==> src/rtl/video_timing_pkg.sv <==
// video_timing_pkg -- shared types and helpers for the video timing engine.
//   timing_t      : one complete timing set (totals, sync, back porch,
//                   active, sync polarities) for both axes.
//   timing_legal  : returns 1 when a timing set can be displayed safely.
// Field width VT_W matches the engine's default counter width.
package video_timing_pkg;

  localparam int VT_W = 14;

  typedef struct packed {
    logic [VT_W-1:0] h_total;
    logic [VT_W-1:0] h_sync;
    logic [VT_W-1:0] h_bp;
    logic [VT_W-1:0] h_active;
    logic [VT_W-1:0] v_total;
    logic [VT_W-1:0] v_sync;
    logic [VT_W-1:0] v_bp;
    logic [VT_W-1:0] v_active;
    logic            hsync_pol;
    logic            vsync_pol;
  } timing_t;

  // Sums are widened by two bits so sync+bp+active cannot wrap around.
  function automatic logic timing_legal(input timing_t t);
    logic [VT_W+1:0] h_used;
    logic [VT_W+1:0] v_used;
    h_used = {2'b00, t.h_sync} + {2'b00, t.h_bp} + {2'b00, t.h_active};
    v_used = {2'b00, t.v_sync} + {2'b00, t.v_bp} + {2'b00, t.v_active};
    return (h_used <= {2'b00, t.h_total}) && (v_used <= {2'b00, t.v_total}) &&
           (t.h_total >= VT_W'(2)) && (t.v_total >= VT_W'(2)) &&
           (t.h_sync != '0) && (t.h_active != '0) &&
           (t.v_sync != '0) && (t.v_active != '0);
  endfunction

endpackage

==> src/rtl/video_timing_axis.sv <==
// video_timing_axis -- position counter and region decode for one axis.
// Ports:
//   clk, reset_n        : clock, synchronous active-low reset
//   advance             : step the counter (wraps to 0 after total-1)
//   load, load_val      : preload the counter (has priority over advance)
//   total, sync_len, bp, active : current timing for this axis
//   pos                 : registered position
//   at_last             : pos is the last position of the axis
//   in_sync, visible    : region decode of pos
//   offset              : pos relative to the first visible position
module video_timing_axis
  import video_timing_pkg::*;
#(
  parameter int CNT_W = 14
) (
  input  logic             clk,
  input  logic             reset_n,
  input  logic             advance,
  input  logic             load,
  input  logic [CNT_W-1:0] load_val,
  input  logic [CNT_W-1:0] total,
  input  logic [CNT_W-1:0] sync_len,
  input  logic [CNT_W-1:0] bp,
  input  logic [CNT_W-1:0] active,
  output logic [CNT_W-1:0] pos,
  output logic [CNT_W-1:0] offset,
  output logic             at_last,
  output logic             in_sync,
  output logic             visible
);

  logic [CNT_W-1:0] vis_start;
  logic [CNT_W-1:0] vis_end;

  // Region decode; >= on the wrap test keeps an out-of-range position from running away.
  always_comb begin
    vis_start = sync_len + bp;
    vis_end   = vis_start + active;
    at_last   = (pos >= (total - CNT_W'(1)));
    in_sync   = (pos < sync_len);
    visible   = (pos >= vis_start) && (pos < vis_end);
    offset    = pos - vis_start;
  end

  // Position counter.
  always_ff @(posedge clk) begin
    if (!reset_n) begin
      pos <= '0;
    end else if (load) begin
      pos <= load_val;
    end else if (advance) begin
      pos <= at_last ? '0 : (pos + CNT_W'(1));
    end else begin
      pos <= pos;
    end
  end

endmodule

==> src/rtl/video_timing_engine.sv <==
// video_timing_engine -- programmable raster timing generator.
// Ports:
//   pixel_clock, reset_n          : clock, synchronous active-low reset
//   cfg_* / cfg_valid             : requested timing and its strobe
//   cfg_ack / cfg_err             : commit pulse / reject pulse
//   cfg_pending                   : legal request waiting for the frame wrap
//   enable                        : run (1) / hold (0)
//   ext_sync                      : asynchronous genlock input
//   timing_h_pos, timing_v_pos    : raster position
//   pixel_x, pixel_y              : position inside the visible area
//   video_hsync/vsync/den         : sync and data-enable outputs
//   video_line_start/frame_start  : line / frame markers
//   frame_count                   : frames completed (mod 2^16)
// All outputs are registered and lag the internal counters by one cycle.
// Optional feature: define VIDEO_TIMING_ENGINE_GENLOCK_EN to let a rising
// edge on ext_sync preload the counters; otherwise ext_sync is ignored.
module video_timing_engine
  import video_timing_pkg::*;
#(
  parameter int CNT_W         = 14,
  parameter int DEF_H_TOTAL   = 2200,
  parameter int DEF_H_SYNC    = 44,
  parameter int DEF_H_BP      = 148,
  parameter int DEF_H_ACTIVE  = 1920,
  parameter bit DEF_HSYNC_POL = 1'b1,
  parameter int DEF_V_TOTAL   = 1125,
  parameter int DEF_V_SYNC    = 5,
  parameter int DEF_V_BP      = 36,
  parameter int DEF_V_ACTIVE  = 1080,
  parameter bit DEF_VSYNC_POL = 1'b1,
  parameter int SYNC_H_POS    = 1079,
  parameter int SYNC_V_POS    = 132
) (
  input  logic             pixel_clock,
  input  logic             reset_n,
  input  logic [CNT_W-1:0] cfg_h_total,
  input  logic [CNT_W-1:0] cfg_h_sync,
  input  logic [CNT_W-1:0] cfg_h_bp,
  input  logic [CNT_W-1:0] cfg_h_active,
  input  logic [CNT_W-1:0] cfg_v_total,
  input  logic [CNT_W-1:0] cfg_v_sync,
  input  logic [CNT_W-1:0] cfg_v_bp,
  input  logic [CNT_W-1:0] cfg_v_active,
  input  logic             cfg_hsync_pol,
  input  logic             cfg_vsync_pol,
  input  logic             cfg_valid,
  output logic             cfg_ack,
  output logic             cfg_err,
  output logic             cfg_pending,
  input  logic             enable,
  input  logic             ext_sync,
  output logic [CNT_W-1:0] timing_h_pos,
  output logic [CNT_W-1:0] timing_v_pos,
  output logic [CNT_W-1:0] pixel_x,
  output logic [CNT_W-1:0] pixel_y,
  output logic             video_hsync,
  output logic             video_vsync,
  output logic             video_den,
  output logic             video_line_start,
  output logic             video_frame_start,
  output logic [15:0]      frame_count
);

  localparam timing_t DEF_TIMING = '{
    h_total: VT_W'(DEF_H_TOTAL), h_sync: VT_W'(DEF_H_SYNC),
    h_bp: VT_W'(DEF_H_BP), h_active: VT_W'(DEF_H_ACTIVE),
    v_total: VT_W'(DEF_V_TOTAL), v_sync: VT_W'(DEF_V_SYNC),
    v_bp: VT_W'(DEF_V_BP), v_active: VT_W'(DEF_V_ACTIVE),
    hsync_pol: DEF_HSYNC_POL, vsync_pol: DEF_VSYNC_POL};
  localparam logic [CNT_W-1:0] SYNC_H = CNT_W'(SYNC_H_POS);
  localparam logic [CNT_W-1:0] SYNC_V = CNT_W'(SYNC_V_POS);

  timing_t          active_cfg, shadow_cfg, req_cfg;
  logic             req_ok, genlock_load, wrap, frame_adv, commit;
  logic [CNT_W-1:0] h_pos, v_pos, h_off, v_off, h_preload, v_preload;
  logic             h_last, v_last, h_in_sync, v_in_sync, h_vis, v_vis;
  logic [15:0]      frame_cnt;

  // Incoming request, its legality and the frame-wrap / commit decisions.
  always_comb begin
    req_cfg   = '{h_total: VT_W'(cfg_h_total), h_sync: VT_W'(cfg_h_sync),
                  h_bp: VT_W'(cfg_h_bp), h_active: VT_W'(cfg_h_active),
                  v_total: VT_W'(cfg_v_total), v_sync: VT_W'(cfg_v_sync),
                  v_bp: VT_W'(cfg_v_bp), v_active: VT_W'(cfg_v_active),
                  hsync_pol: cfg_hsync_pol, vsync_pol: cfg_vsync_pol};
    req_ok    = timing_legal(req_cfg);
    // A preload outside the current raster would strand the counter, so it falls back to 0.
    h_preload = (SYNC_H >= CNT_W'(active_cfg.h_total)) ? '0 : SYNC_H;
    v_preload = (SYNC_V >= CNT_W'(active_cfg.v_total)) ? '0 : SYNC_V;
    wrap      = enable & h_last & v_last;
    // A genlock preload replaces the wrap, so the commit waits for the next frame.
    frame_adv = wrap & ~genlock_load;
    commit    = frame_adv & cfg_pending;
  end

`ifdef VIDEO_TIMING_ENGINE_GENLOCK_EN
  logic [2:0] ext_sync_sr;

  // Two-flop synchroniser plus one history flop for rising-edge detection.
  always_ff @(posedge pixel_clock) begin
    if (!reset_n) begin
      ext_sync_sr <= 3'b000;
    end else begin
      ext_sync_sr <= {ext_sync_sr[1:0], ext_sync};
    end
  end

  assign genlock_load = ext_sync_sr[1] & ~ext_sync_sr[2];
`else
  logic unused_ext_sync;
  assign unused_ext_sync = ext_sync;
  assign genlock_load    = 1'b0;
`endif

  video_timing_axis #(.CNT_W(CNT_W)) u_h_axis (
    .clk(pixel_clock), .reset_n(reset_n), .advance(enable),
    .load(genlock_load), .load_val(h_preload),
    .total(CNT_W'(active_cfg.h_total)), .sync_len(CNT_W'(active_cfg.h_sync)),
    .bp(CNT_W'(active_cfg.h_bp)), .active(CNT_W'(active_cfg.h_active)),
    .pos(h_pos), .offset(h_off), .at_last(h_last),
    .in_sync(h_in_sync), .visible(h_vis)
  );

  video_timing_axis #(.CNT_W(CNT_W)) u_v_axis (
    .clk(pixel_clock), .reset_n(reset_n), .advance(enable & h_last),
    .load(genlock_load), .load_val(v_preload),
    .total(CNT_W'(active_cfg.v_total)), .sync_len(CNT_W'(active_cfg.v_sync)),
    .bp(CNT_W'(active_cfg.v_bp)), .active(CNT_W'(active_cfg.v_active)),
    .pos(v_pos), .offset(v_off), .at_last(v_last),
    .in_sync(v_in_sync), .visible(v_vis)
  );

  // Configuration handshake: commit first, then a same-cycle request refills the shadow.
  always_ff @(posedge pixel_clock) begin
    if (!reset_n) begin
      active_cfg  <= DEF_TIMING;
      shadow_cfg  <= '0;
      cfg_pending <= 1'b0;
      cfg_ack     <= 1'b0;
      cfg_err     <= 1'b0;
    end else begin
      cfg_ack <= commit;
      cfg_err <= cfg_valid & ~req_ok;
      if (commit) begin
        active_cfg <= shadow_cfg;
      end else begin
        active_cfg <= active_cfg;
      end
      if (cfg_valid && req_ok) begin
        shadow_cfg  <= req_cfg;
        cfg_pending <= 1'b1;
      end else if (commit) begin
        shadow_cfg  <= shadow_cfg;
        cfg_pending <= 1'b0;
      end else begin
        shadow_cfg  <= shadow_cfg;
        cfg_pending <= cfg_pending;
      end
    end
  end

  // Frame counter, stepped on every natural wrap to v_pos 0.
  always_ff @(posedge pixel_clock) begin
    if (!reset_n) begin
      frame_cnt <= 16'd0;
    end else if (frame_adv) begin
      frame_cnt <= frame_cnt + 16'd1;
    end else begin
      frame_cnt <= frame_cnt;
    end
  end

  // Output register stage; while held, markers are forced off and syncs inactive.
  always_ff @(posedge pixel_clock) begin
    if (!reset_n) begin
      timing_h_pos      <= '0;
      timing_v_pos      <= '0;
      pixel_x           <= '0;
      pixel_y           <= '0;
      video_hsync       <= ~DEF_HSYNC_POL;
      video_vsync       <= ~DEF_VSYNC_POL;
      video_den         <= 1'b0;
      video_line_start  <= 1'b0;
      video_frame_start <= 1'b0;
      frame_count       <= 16'd0;
    end else begin
      timing_h_pos <= h_pos;
      timing_v_pos <= v_pos;
      frame_count  <= frame_cnt;
      pixel_y      <= v_vis ? v_off : '0;
      if (enable) begin
        pixel_x           <= (h_vis && v_vis) ? h_off : '0;
        video_hsync       <= h_in_sync ^ ~active_cfg.hsync_pol;
        video_vsync       <= v_in_sync ^ ~active_cfg.vsync_pol;
        video_den         <= h_vis & v_vis;
        video_line_start  <= (h_pos == '0) & v_vis;
        video_frame_start <= (h_pos == '0) & (v_pos == '0);
      end else begin
        pixel_x           <= '0;
        video_hsync       <= ~active_cfg.hsync_pol;
        video_vsync       <= ~active_cfg.vsync_pol;
        video_den         <= 1'b0;
        video_line_start  <= 1'b0;
        video_frame_start <= 1'b0;
      end
    end
  end

endmodule

==> config.mk <==
export PLATFORM = sky130hd
export DESIGN_NAME = video_timing_engine
export DESIGN_NICKNAME = d
export VERILOG_FILES = /design/src/rtl/video_timing_pkg.sv /design/src/rtl/video_timing_axis.sv /design/src/rtl/video_timing_engine.sv
export SDC_FILE = /design/constraint.sdc
export NUM_CORES = 1
export LEC_CHECK = 0
export BUFFER_PORTS_ARGS = -buffer_cell sky130_fd_sc_hd__buf_2
export CAP_MARGIN = 25
export CORE_MARGIN = 1
export CORE_UTILIZATION = 25
export CTS_CLUSTER_DIAMETER = 50
export DETAILED_ROUTE_END_ITERATION = 12
export GPL_TIMING_DRIVEN = 0
export PLACE_DENSITY_LB_ADDON = 0.15
export SKIP_LAST_GASP = 1
export SLEW_MARGIN = 10
export SYNTH_ARGS = -nofsm -noshare
export SYNTH_HDL_FRONTEND = slang
export SYNTH_HIERARCHICAL = 1
export SYNTH_SLANG_ARGS = --single-unit
==> constraint.sdc <==
create_clock -name pixel_clock -period 4.75 [get_ports pixel_clock]
set_input_delay 0.2375 -clock pixel_clock [delete_from_list [all_inputs] [get_ports pixel_clock]]
set_output_delay 0.2375 -clock pixel_clock [all_outputs]
set_load 0.02 [all_outputs]
# After elaboration in Yosys (flattened, before gate mapping)
# Cells that the tools add are included.
word_totals:
  latch_bits: 0
  input_bits: 119
  ramBits: 0
  register_bits: 352
  memories: 0
  romBits: 0
op_classes:
  bitwise: 12
  n_eq_ne: 0
  order_cmp: 12
  n_shift: 0
  add_sub_neg: 15
  n_reduce_logical: 21
  div_mod_pow: 0
  muxes: 6
  mul: 0
ops:
  columns: ["operator", "count"]
  rows:
  - ["adder 14 bit", 4]
  - ["greater-or-equal comparator 14 bit", 4]
  - ["< comparator 14 bit", 4]
  - ["nonzero test 14 bit", 4]
  - ["adder 15 x 14 -> 16 bit", 2]
  - ["<= comparator 16 x 14 -> 1 bit", 2]
  - ["adder 14 x 14 -> 15 bit", 2]
  - ["adder 14 x 1 -> 14 bit (second input constant)", 2]
  - ["greater-or-equal comparator 14 x 2 -> 1 bit (second input constant)", 2]
  - ["logical NOT 14 bit", 2]
  - ["two-way mux 14 bit", 2]
  - ["subtractor 14 x 1 -> 14 bit (second input constant)", 2]
  - ["subtractor 14 bit", 2]
  - ["adder 16 x 1 -> 16 bit (second input constant)", 1]
  - ["logical AND 1 bit", 11]
  - ["bitwise AND 1 bit", 7]
  - ["two-way mux 1 bit", 4]
  - ["AND reduction 2 bit", 2]
  - ["NOT 1 bit", 3]
  - ["AND reduction 3 bit", 1]
  - ["nonzero test 2 bit", 1]
  - ["XOR 1 bit", 2]

# Longest topological paths before layout
logic_depth:
  word_depth: 12
  depth_mapped: 27
  mapped_depth_nobuf: 25

# Hierarchy
# The synthesis kept the hierarchy.
modules_own_cells:
  columns: ["mod", "area_each_um2", "cells_each", "instances"]
  rows:
  - ["video_timing_engine", 14346.3, 1599, 1]
  - ["video_timing_axis (u_v_axis)", 3751.1, 500, 1]
  - ["video_timing_axis (u_h_axis)", 3703.6, 477, 1]

# Least setup slack after synthesis
# No wires, ideal clock.
synth_timing:
  path_type: "register to register"
  startpoint: "register active_cfg[30] in the netlist's numbering"
  endpoint: "register pixel_x[10]"
  n_path_buf: 2
  setup_time_ps: 59
  path_slack_ps: -146
  synth_period_minus_slack_ps: 4896
  arrival_time_ps: 4837
  stages_incl_launch_ff: 27
  t_required_ps: 4691
  cell_sequence: "dfxtp_1 ha_1 fa_1 a21oi_1 o211ai_1 nand4_1 a21boi_0 nor2_1 xnor2_1 ha_1 clkbuf_1 a21o_1 a21oi_1 o21ai_0 a211oi_1 xor2_1 xnor2_1 ha_1 a21oi_1 o21ai_0 a31oi_1 o21ai_0 a211oi_1 nand3_1 nor2_1 clkbuf_1 and2_1"
synth_via:
  elab_chain_len: 6
  elab_cells_between_ends: 7
  classes_between: "add/sub (2); order compare (2); reduce/logical (3)"
synth_rtl:
  columns: ["element", "line_no", "rtl"]
  rows:
  - ["start, declared", "video_timing_engine.sv:73", "timing_t active_cfg, shadow_cfg, req_cfg;"]
  - ["start signal, assigned", "video_timing_engine.sv:145", "active_cfg <= shadow_cfg;"]
  - ["start signal, assigned", "video_timing_engine.sv:147", "active_cfg <= active_cfg;"]
  - ["adder 14 bit *", "video_timing_axis.sv:37", "vis_start = sync_len + bp;"]
  - ["adder 14 bit", "video_timing_axis.sv:38", "vis_end = vis_start + active;"]
  - ["< comparator 14 bit", "video_timing_axis.sv:41", "visible = (pos >= vis_start) && (pos < vis_end);"]
  - ["logical AND 1 bit *", "video_timing_axis.sv:41", null]
  - ["net v_vis", "video_timing_engine.sv:76", "logic h_last, v_last, h_in_sync, v_in_sync, h_vis, v_vis;"]
  - ["logical AND 1 bit *", "video_timing_engine.sv:192", "pixel_x <= (h_vis && v_vis) ? h_off : '0;"]
  - ["AND reduction 3 bit (no source line) *", null, null]
  - ["end signal, assigned", "video_timing_engine.sv:192", null]
  - ["end, declared", "video_timing_engine.sv:54", "output logic [CNT_W-1:0] pixel_x,"]
# Mark *: on every way through the listed nets, which the timed path passes. The rest lies on a longest branch.
# A chain may end at the register's enable or synchronous reset.

# Worst setup path after layout
layout_timing:
  startpoint: "register active_cfg[31] in the netlist's numbering"
  endpoint: "register pixel_x[8]"
# The elaborated chain is that of the path after synthesis.

==> reports/results.ini <==
[synth]
synth_fa_ha_area_share_pct=15.99
synth_warnings=6
synth-seq-cells=352
synth_top_family_by_area=simple AND/OR/NAND/NOR gates
synthSimpleGateAreaFrac_pct=20.86
syn_area_um2=21800
synth-xor-area-share_pct=6.187
avgSynthCellArea_um2=8.463
syn_inst=2576
synth_edf_count=0
muxShareOfSynthArea_pct=5.372
synth_compound_area_share_pct=14.47
async_flop_share_pct=0
synth_cell_types=81
ys.flop_type=dfxtp_1
seq_area_frac_synth_pct=32.32

[timing]
finalClockSkew_ps=21.74
tightest_slew_ps=855.8
finalSetupTns_ps=-1905
finalMaxSlewViolations=0
rsz0062_at_grt=yes
relSlewSlack_pct=42.95
period_minus_slack_ps=4931
report.final.hold_viol_count=0
setup-violations-final=15
finalCritPeriodShare_pct=103.8
fmaxAchievable_mhz=202.8
setup_ws_ps=-180.9

[drt]
wl_per_cell_um=18.25
antenna_left=0
via_per_inst=4.601
dr_total_vias=19200
drtPass1Iterations=5
drc=0
first_iter_violations=921
drt_wl_total_mm=76.14

[power]
p_per_area_nw_per_um2=312.6
ir_drop_uv=245.6
power.leakage_uw=0.01158

[die]
dieArea_um2=88390
std_cell_rows=107
die_y_um=297.3
start_util_pct=25.40
die_x_um=297.3
core-area_um2=85820
io_pins=199

[layout]
fin_area_um2=27890
nets=3368
drive_gt1_share_pct=14.63
fillers=8954
final_util_pct=32.50
syn_to_final_growth_pct=27.94

[critical_path]
arrival_ps=5450
endpoint_kind=flop
worstSetupPathType=reg2reg
crit_path_max_fanout=6
crit_required_ps=5270
critPathLaunchType=flop

[run_status]
status=finished with violations
violations=setup timing

[place]
gp_congestion=0.9041
place_hpwl_mm=61.08
placed_area_um2=24320
numPortBuffers=197

[cts]
clkTransAtPathRegs_ps=60
insertion_delay_ps=590
clockBufferDepth=3
cts_buffers=48
clock-sinks=352
cts.htree.levels=2
cts_tree=built
cts-root-buf=clkbuf_16

[hold_path]
hp-class=in2reg

[global_route]
antenna_found_initial=0
grt-ovfl-total=0
grt_use_total_pct=16.85
grt_max_degree=15
grt_pass1_vias=19460
grt_pass1_wl_mm=115.7

[run]
max_cap_violations=0

==> what timing repair did <==
| action | in CTS | in global routing |
|---|---|---|
| pin swaps | 34 | 37 |
| resized for setup | 86 | 55 |
| endpoints found under the hold margin | 116 | 0 |
| buffers inserted | 27 | 11 |
| setup endpoints to repair | 153 | 257 |
| hold buffers | 115 | 0 |
==> cell type report <==
class                           instances  area, µm²  share of cell area (%)
Timing Repair Buffer                  350       2449                   8.779
Tap cell                             1144       1431                   5.132
Multi-Input combinational cell       2000      14320                   51.35
Inverter                              142      533.0                   1.911
Clock buffer                           59       1262                   4.526
Antenna cell                            1      2.502                0.008971
Buffer                                 98      526.8                   1.888
Clock inverter                         27      295.3                   1.059
Sequential cell                       352       7071                   25.35
==> path summary, 6_finish.rpt <==
check	depth (start not counted)	from	to	slack, ps
setup / recovery	25	active_cfg[31]	pixel_x[8]	-180
setup reg to reg	25	active_cfg[31]	pixel_x[8]	-180
hold / removal	3	cfg_v_sync[2]	shadow_cfg[32]	20
hold reg to reg	2	shadow_cfg[18]	shadow_cfg[18]	460
==> metal layers <==
layer | GRT usage, % | part of all wire, % | vias up
met1 | 22.27 | 48 | 8966
met2 | 28.13 | 46 | 379
met5 | 0 | 0 | -
met3 | 2.242 | 3.2 | 118
met4 | 5.547 | 2.9 | 0
li1 | - | - | 9737
==> worst max-delay path: stages, from the launching register on <==
cell	delay, ps
dfxtp_4	360
ha_4	240
a211oi_2	160
o21bai_1	120
o311a_1	330
a311o_2	480
a31oi_4	260
xnor2_4	160
ha_4	250
a21oi_2	120
o21ai_1	90
a211oi_2	250
xor2_1	200
xnor2_1	160
ha_1	290
a21oi_2	120
o21ai_1	70
a31oi_1	160
o21ai_1	100
a211oi_2	140
buf_4	170
nand3_4	120
nor2_4	190
buf_8	120
buf_6	90
and2_1	110
==> cells in the mapped netlist (4+ instances only) <==
master | n | area [µm²]
nand2_1 | 524 | 1967
dfxtp_1 | 352 | 7047
ha_1 | 221 | 2765
inv_1 | 142 | 533.0
a21oi_1 | 127 | 635.6
mux2i_1 | 117 | 1171
xnor2_1 | 97 | 849.6
a21boi_0 | 91 | 683.2
clkbuf_1 | 85 | 319.1
nor2_1 | 78 | 292.8
and2_1 | 73 | 456.7
nand3_1 | 67 | 335.3
xor2_1 | 57 | 499.2
and3_1 | 55 | 344.1
o21ai_0 | 55 | 275.3
nor3_1 | 40 | 200.2
a21o_1 | 36 | 270.3
fa_1 | 36 | 720.7
nor4_1 | 31 | 193.9
nand4_1 | 28 | 175.2
nor2b_1 | 27 | 168.9
nand2b_1 | 22 | 137.6
o21a_1 | 21 | 157.7
o21bai_1 | 19 | 142.6
a211oi_1 | 15 | 112.6
o22ai_1 | 13 | 81.33
o32ai_1 | 13 | 113.9
o211ai_1 | 10 | 75.07
a31oi_1 | 9 | 56.30
o21ai_1 | 8 | 40.04
o2111ai_1 | 7 | 61.31
buf_4 | 6 | 45.04
buf_1 | 5 | 18.77
buf_12 | 5 | 100.1
nor4b_1 | 5 | 43.79
or3_1 | 5 | 31.28
a211o_1 | 4 | 35.03
==> flip-flops by register name, summed over array words and instances, names as in the netlist <==
signal and count:
timing_h_pos 14, shadow_cfg 114, cfg_ack 1, u_h_axis/pos 14, timing_v_pos 14, cfg_pending 1, u_v_axis/pos 14, video_line_start 1
video_vsync 1, video_frame_start 1, pixel_y 14, video_hsync 1, video_den 1, pixel_x 14, active_cfg 114, frame_cnt 16
cfg_err 1, frame_count 16
==> cells by family after synthesis <==
group	after synthesis
buf+inv	245
compound gates	471
fa+ha+maj	257
flops	352
mux	117
xor+xnor	154
other cells	1
simple gates	979
==> metrics by stage <==
step           hold slack, ps  power [µW]  setup slack [ps]  cells
2_1_floorplan           362.6        4460             11.31   2597
3_3_place_gp            451.5        5040             -1622   3938
3_5_place_dp            455.7        5078             -1688   3939
4_1_cts                 2.442        8723            -222.0   4163
5_1_grt                 27.50        9168            -542.1   4172
6_report                24.67        8720            -180.9   4173
==> cell usage in the layout, fill, tap and decap left out, types with 19 or more instances in the layout <==
| master | Yosys | final |
|---|---|---|
| o21bai_1 | 19 | 19 |
| buf_4 | 6 | 39 |
| fa_1 | 36 | 33 |
| nand2b_1 | 22 | 22 |
| nor2_1 | 78 | 74 |
| nand4_1 | 28 | 28 |
| nand2_1 | 524 | 524 |
| clkbuf_1 | 85 | 80 |
| dfxtp_1 | 352 | 343 |
| xor2_1 | 57 | 53 |
| nor2b_1 | 27 | 25 |
| a21oi_1 | 127 | 116 |
| ha_1 | 221 | 209 |
| buf_2 | 0 | 201 |
| nor3_1 | 40 | 36 |
| o21ai_0 | 55 | 49 |
| nor4_1 | 31 | 29 |
| o21a_1 | 21 | 21 |
| nand3_1 | 67 | 66 |
| conb_1 | 1 | 22 |
| xnor2_1 | 97 | 89 |
| and3_1 | 55 | 53 |
| clkbuf_16 | 0 | 48 |
| mux2i_1 | 117 | 117 |
| a21o_1 | 36 | 36 |
| inv_1 | 142 | 142 |
| dlygate4sd3_1 | 0 | 115 |
| and2_1 | 73 | 69 |
| a21boi_0 | 91 | 90 |
==> report_power, final <==
group          leakage [µW]  total, µW  switching [µW]  internal, µW
clock network      0.000752       3510            1470          2040
registers           0.00285       3250             162          3090
logic               0.00797       1960            1080           883
No activity file was read; power rests on OpenSTA's default activity.
